### src/rtl/shift_share_arbiter.sv
// Round-robin arbiter sharing a right-shift-with-sticky datapath between NUM_REQ requesters.
// Two registered stages (operand, result) with valid/ready flow control; results tagged with requester id.
module shift_share_arbiter #(
  parameter int NUM_REQ         = 2,
  parameter int IN_WIDTH        = 8,
  parameter int OUT_WIDTH       = 8,
  parameter int SHIFT_VAL_WIDTH = $clog2(OUT_WIDTH + 1),
  parameter int ID_WIDTH        = $clog2(NUM_REQ)
) (
  input  logic                               clock,
  input  logic                               reset,
  input  logic [NUM_REQ-1:0]                 reqValid,
  output logic [NUM_REQ-1:0]                 reqReady,
  input  logic [NUM_REQ*IN_WIDTH-1:0]        reqIn,
  input  logic [NUM_REQ*SHIFT_VAL_WIDTH-1:0] reqShift,
  output logic                               outValid,
  input  logic                               outReady,
  output logic [OUT_WIDTH-1:0]               out,
  output logic                               outSticky,
  output logic                               outStickyAnd,
  output logic [ID_WIDTH-1:0]                outId
);

  localparam int PRIO_WIDTH = $clog2(NUM_REQ);

  logic [PRIO_WIDTH-1:0]      prio_reg;
  logic [PRIO_WIDTH-1:0]      grant_idx;
  logic [PRIO_WIDTH-1:0]      prio_next;
  logic [NUM_REQ-1:0]         grant;
  logic                       any_valid;
  logic [IN_WIDTH-1:0]        sel_data;
  logic [SHIFT_VAL_WIDTH-1:0] sel_shift;

  logic                       s0_valid_reg;
  logic [IN_WIDTH-1:0]        s0_data_reg;
  logic [SHIFT_VAL_WIDTH-1:0] s0_shift_reg;
  logic [ID_WIDTH-1:0]        s0_id_reg;

  logic                       out_valid_reg;
  logic [OUT_WIDTH-1:0]       out_reg;
  logic                       sticky_reg;
  logic                       sticky_and_reg;
  logic [ID_WIDTH-1:0]        out_id_reg;

  logic s1_adv;
  logic s0_adv;

  assign s1_adv = !out_valid_reg | outReady;
  assign s0_adv = !s0_valid_reg | s1_adv;

  // Scan priority order prio, prio+1, ... with wrap; the first valid requester wins.
  always_comb begin
    grant     = '0;
    grant_idx = '0;
    any_valid = 1'b0;
    for (int k = 0; k < NUM_REQ; k++) begin
      for (int i = 0; i < NUM_REQ; i++) begin
        if (!any_valid && reqValid[i] &&
            ((int'(prio_reg) + k == i) || (int'(prio_reg) + k == i + NUM_REQ))) begin
          any_valid = 1'b1;
          grant[i]  = 1'b1;
          grant_idx = PRIO_WIDTH'(i);
        end
      end
    end
  end

  always_comb begin
    sel_data  = '0;
    sel_shift = '0;
    for (int i = 0; i < NUM_REQ; i++) begin
      if (grant[i]) begin
        sel_data  = reqIn[i*IN_WIDTH +: IN_WIDTH];
        sel_shift = reqShift[i*SHIFT_VAL_WIDTH +: SHIFT_VAL_WIDTH];
      end
    end
  end

  assign prio_next = (grant_idx == PRIO_WIDTH'(NUM_REQ - 1)) ? '0 : grant_idx + 1'b1;
  assign reqReady  = grant & {NUM_REQ{s0_adv & !reset}};

  always_ff @(posedge clock) begin
    if (reset) begin
      s0_valid_reg <= 1'b0;
      s0_data_reg  <= '0;
      s0_shift_reg <= '0;
      s0_id_reg    <= '0;
      prio_reg     <= '0;
    end else if (s0_adv) begin
      s0_valid_reg <= any_valid;
      if (any_valid) begin
        s0_data_reg  <= sel_data;
        s0_shift_reg <= sel_shift;
        s0_id_reg    <= ID_WIDTH'(grant_idx);
        prio_reg     <= prio_next;
      end
    end
  end

  // Left-align the operand into OUT_WIDTH bits: truncate low bits or zero-pad on the right.
  logic [OUT_WIDTH-1:0] aligned;
  logic [OUT_WIDTH-1:0] shifted;
  logic [IN_WIDTH-1:0]  discard;
  logic [31:0]          shift_ext;
  logic                 sticky;
  logic                 sticky_and;

  generate
    if (IN_WIDTH >= OUT_WIDTH) begin : g_trunc
      assign aligned = s0_data_reg[IN_WIDTH-1 -: OUT_WIDTH];
    end else begin : g_pad
      assign aligned = {s0_data_reg, {(OUT_WIDTH-IN_WIDTH){1'b0}}};
    end
  endgenerate

  assign shifted   = aligned >> s0_shift_reg;
  assign shift_ext = 32'(s0_shift_reg);

  // Operand bit gi survives only if it lands at or above bit 0 after alignment and shift.
  genvar gi;
  generate
    for (gi = 0; gi < IN_WIDTH; gi++) begin : g_discard
      assign discard[gi] = (32'(gi + OUT_WIDTH)) < (32'(IN_WIDTH) + shift_ext);
    end
  endgenerate

  assign sticky     = |(s0_data_reg & discard);
  assign sticky_and = &(s0_data_reg | ~discard);

  always_ff @(posedge clock) begin
    if (reset) begin
      out_valid_reg  <= 1'b0;
      out_reg        <= '0;
      sticky_reg     <= 1'b0;
      sticky_and_reg <= 1'b0;
      out_id_reg     <= '0;
    end else if (s1_adv) begin
      out_valid_reg <= s0_valid_reg;
      if (s0_valid_reg) begin
        out_reg        <= shifted;
        sticky_reg     <= sticky;
        sticky_and_reg <= sticky_and;
        out_id_reg     <= s0_id_reg;
      end
    end
  end

  assign outValid     = out_valid_reg;
  assign out          = out_reg;
  assign outSticky    = sticky_reg;
  assign outStickyAnd = sticky_and_reg;
  assign outId        = out_id_reg;

endmodule
### config.mk
export PLATFORM = sky130hd
export DESIGN_NAME = shift_share_arbiter
export DESIGN_NICKNAME = d
export VERILOG_FILES = /design/src/rtl/shift_share_arbiter.sv
export SDC_FILE = /design/constraint.sdc
export NUM_CORES = 1
export LEC_CHECK = 0
export BUFFER_PORTS_ARGS = -buffer_cell sky130_fd_sc_hd__buf_2
export CAP_MARGIN = 40
export CORE_ASPECT_RATIO = 1.25
export CORE_UTILIZATION = 55
export CTS_BUF_LIST = sky130_fd_sc_hd__clkbuf_4
export DETAILED_ROUTE_END_ITERATION = 16
export PLACE_DENSITY_LB_ADDON = 0.1
export SETUP_SLACK_MARGIN = 0.02
export SLEW_MARGIN = 20
export SYNTH_ARGS = -nofsm -noshare
export SYNTH_HDL_FRONTEND = slang
export SYNTH_SLANG_ARGS = --single-unit
export TNS_END_PERCENT = 50
### constraint.sdc
create_clock -name clock -period 4.3 [get_ports clock]
set_input_delay 0.215 -clock clock [delete_from_list [all_inputs] [get_ports clock]]
set_output_delay 0.215 -clock clock [all_outputs]
set_load 0.03 [all_outputs]
Yosys cells after proc, flatten, opt, wreduce, memory -nomap -nowiden:

Cells that the tools add are included.

* logic and storage cells: 67
* input port bits: 29
* register bits: 27
* output and inout bits: 14

* order comparisons: 8
* shift-type cells: 1
* mux-type cells: 14
* add/sub/neg operators: 3
* reduce and logical (&&, ||, !) cells: 21
* equal/unequal tests: 3
* bitwise logic cells: 7

Operator list (number)
* $lt A4 B32 Y1 const A: 7
* $logic_not A32 Y1: 2
* $eq A32 B2 Y1 const B: 1
* $eq A32 B3 Y1 const B: 1
* $mux W8: 2
* $mux W1: 10
* $and A8 B8 Y8: 1
* $mux W4: 2
* $not A8 Y8: 1
* $or A8 B8 Y8: 1
* $reduce_and A8 Y1: 1
* $reduce_or A8 Y1: 1
* $shr A8 B4 Y8: 1
* $logic_and A1 B1 Y1: 7
* $logic_not A1 Y1: 6
* $add A4 B4 Y5 const A: 1
* $lt A4 B5 Y1 const A: 1
* $reduce_and A2 Y1: 2
* $add A1 B1 Y2 const B: 1
* $and A2 B2 Y2: 1
* $eq A2 B2 Y1 const B: 1
* $logic_or A1 B1 Y1: 2
* $or A1 B1 Y1: 2
* $add A1 B1 Y1 const B: 1
* $and A1 B1 Y1: 1

Longest topological paths before layout:

* depth in word-level cells: 17
* depth in mapped cells: 6
* mapped depth without buffers: 4

Worst setup path before layout:

Ideal clock, no wire load.

* path type: flip-flop to flip-flop
* start: register s0_shift_reg[0]
* end: register out_reg[2], in the netlist out[2]
* setup time: 0.117 ns
* arrival time: 1.326 ns
* setup slack: 2.857 ns
* stages on the path, launching flop included: 5
* buffers on the path: 1
* data required time: 4.183 ns
* clock period less this slack: 1.443 ns
* cells stage by stage: dfxtp_1 -> buf_6 -> mux4_2 -> mux2_2 -> a22o_1

* word-level cells in the longest chain between the ends: 1

RTL lines
* from (decl): line 36 `logic [SHIFT_VAL_WIDTH-1:0] s0_shift_reg;`
* from (signal assigned): line 93 `s0_shift_reg <= sel_shift;`
* $shr A8 B4 Y8: line 116 `assign shifted = aligned >> s0_shift_reg;`
* to (signal assigned): line 140 `out_reg <= shifted;`
* to (decl): line 40 `logic [OUT_WIDTH-1:0] out_reg;`

No other way between the ends.
A chain may end at the register's enable or synchronous reset.

Final worst setup path:

* start: register s0_shift_reg[1]
* end: register out_reg[1], in the netlist out[1]

The elaborated chain is that of the path after synthesis.

==> results.sh <==
export IMPL_outcome="finished, final reports clean"
export IMPL_synth_edf_count=0
export IMPL_critPathMaxFanout=21
export IMPL_finalSetupViolCount=0
export IMPL_p_sw_uw=177
export IMPL_avgViaCountPerCell=5.97
export IMPL_cap_violations=0
export IMPL_worst_skew_pair_late_latency_ns=0.32
export IMPL_ant_nets=0
export IMPL_p_total_uw=547
export IMPL_synth_seq_area_share=0.371
export IMPL_power_leakage_nw=0.700
export IMPL_layout_commonest_cell="buf_2"
export IMPL_dp_hpwl_mm=2.36
export IMPL_holdWs_ns=0.177
export IMPL_final_cell_area_mm2=0.00168
export IMPL_wl_mm=3.29
export IMPL_fin_crit_sh=0.443
export IMPL_p_int_uw=370
export IMPL_fin_nets=236
export IMPL_fin_crit_ns=1.91
export IMPL_port_buffers=42
export IMPL_grt_pass1_wl_mm=5.46
export IMPL_wire_per_inst_um=13.8
export IMPL_drc_errors=0
export IMPL_placedCellCount=233
export IMPL_cp_end_kind="register"
export IMPL_critical_path_required_ns=4.54
export IMPL_antenna_found_initial=0
export IMPL_setup_slack_ns=2.39
export IMPL_cts_sinks=27
export IMPL_seqPwrFrac=0.551
export IMPL_crit_type="register to register"
export IMPL_ctsRootBufferMaster="clkbuf_4"
export IMPL_grt_pass1_vias=1291
export IMPL_firstDrtPassIters=4
export IMPL_n_antenna_cell=0
export IMPL_fp_row_count=20
export IMPL_ys_dominant_reg_cell="dfxtp_1"
export IMPL_sw_frac_of_total=0.323
export IMPL_syn_to_final_growth_pct=15.3
export IMPL_tightest_slew_ns=0.739
export IMPL_async_flop_share=0
export IMPL_drt_iter0_drc=40
export IMPL_gr_total_overflow=0
export IMPL_start_util=0.588
export IMPL_final_fill_count=216
export IMPL_skew_ns=0.00108
export IMPL_hold_start="reqValid[0]"
export IMPL_clk_pin_slew_worst_paths_ns=0.14
export IMPL_cp_start_kind="register"
export IMPL_postCtsSetupBuffers=0
export IMPL_synth_area_per_cell_um2=8.42
export IMPL_dpl_worst_slack_ns=2.43
export IMPL_layout_common_cells="buf_2 (42), nor2_1 (27), dfxtp_1 (27), a211oi_1 (15), a22oi_1 (13)"
export IMPL_fmax_ghz=0.525
export IMPL_reg2reg_from="s0_shift_reg[1]"
export IMPL_critical_path_arrival_ns=2.14
export IMPL_core_mm2=0.00248
export IMPL_power_density_mw_per_mm2=326
export IMPL_hold_viol=0
export IMPL_die_width_um=48.0
export IMPL_drive_above_1_share=0.257
export IMPL_maxSlewHeadroom=0.507
export IMPL_yosys_warnings=0
export IMPL_vias=1428
export IMPL_cts_tree="yes"
export IMPL_synth_top_area_frac=0.371
export IMPL_clockBufferDepth=2
export IMPL_worstSetupStartpoint="s0_shift_reg[1]"
export IMPL_netlist_top_cells_area="dfxtp_1 (37%), a211oi_1 (7.7%), nor2_1 (7.0%)"
export IMPL_postLayoutCoreUtil=0.678
export IMPL_synthCells=173
export IMPL_finalWeightedCongestion=0.868
export IMPL_ys_ff_latch=27
export IMPL_setup_tns_ns=0
export IMPL_rsz0062_at_grt="no"
export IMPL_syn_nets=202
export IMPL_placed_area_mm2=0.00163
export IMPL_maxSlewViolCount=0
export IMPL_post_cts_resized=0
export IMPL_dieHeight_um=59.5
export IMPL_holdBufCountCts=0
export IMPL_grt_max_degree=28
export IMPL_synth_largest_area_cell="dfxtp_1"
export IMPL_combPwrFrac=0.237
export IMPL_ir_drop_uv=201
export IMPL_ios=43
export IMPL_grt_usage=0.267
export IMPL_ys_types=42
export IMPL_numCtsBuffers=3
export IMPL_clock_power_share=0.212
export IMPL_die_area_mm2=0.00286
export IMPL_cts_max_level=1
export IMPL_final_cells=239
export IMPL_hold_path_class="input port to register"
export IMPL_netlist_area_mm2=0.00146
==> synthesized netlist by cell type, types with 2 or more instances <==
| cell | number |
|---|---|
| a211oi_1 | 15 |
| clkbuf_1 | 6 |
| a32o_1 | 2 |
| and3b_1 | 2 |
| buf_2 | 8 |
| dfxtp_1 | 27 |
| a22o_1 | 3 |
| a22oi_1 | 13 |
| nor3_1 | 2 |
| inv_1 | 4 |
| a21boi_1 | 2 |
| nor2_1 | 27 |
| mux2i_1 | 5 |
| nand3_1 | 2 |
| o21ai_0 | 4 |
| nand2b_1 | 2 |
| a311o_1 | 2 |
| a21oi_1 | 11 |
| mux4_2 | 2 |
| nand3b_1 | 2 |
| and2_1 | 2 |
| nand2_1 | 10 |
==> layout make-up <==
type	count	area [um^2]	share of cell area
clock buffers	4	30.0	0.0179
inverters	5	18.8	0.0112
multi-input cells	126	823	0.490
flip-flops and latches	27	541	0.322
well taps	33	41.3	0.0246
repair buffers	44	225	0.134
==> worst paths after layout <==
check,end,slack [ns],cells past startpoint
setup reg to reg,out[1],2.39,3
hold / removal,prio_reg,0.18,3
hold reg to reg,out[7],0.46,2
setup / recovery,out[1],2.39,3
==> per-layer routing <==
metal  GRT usage  routed length [um]
met5           0                   0
met4       0.119                  60
met3      0.0366                 123
met2       0.452                1630
met1       0.324                1480
==> power by group through the flow <==
stage	sequential, mW	combinational (mW)	clock, mW
floorplan	0.300	0.0980	0
global placement	0.304	0.124	0
detailed placement	0.306	0.127	0
CTS	0.301	0.128	0.121
global route	0.306	0.146	0.127
finish	0.301	0.130	0.116
==> logic make-up after synthesis <==
| family | count (synthesis) | synth area share |
|---|---|---|
| compound gates | 64 | 0.320 |
| simple gates | 53 | 0.166 |
| flops | 27 | 0.371 |
| buf+inv | 20 | 0.0636 |
| mux | 8 | 0.0730 |
| fa+ha+maj | 1 | 0.00687 |
==> critical path: stages (launching register included) <==
cell,delay (ns)
dfxtp_1,0.83
mux4_2,0.60
nand2b_1,0.15
a32o_1,0.24
(Power assumes the default switching activity.)
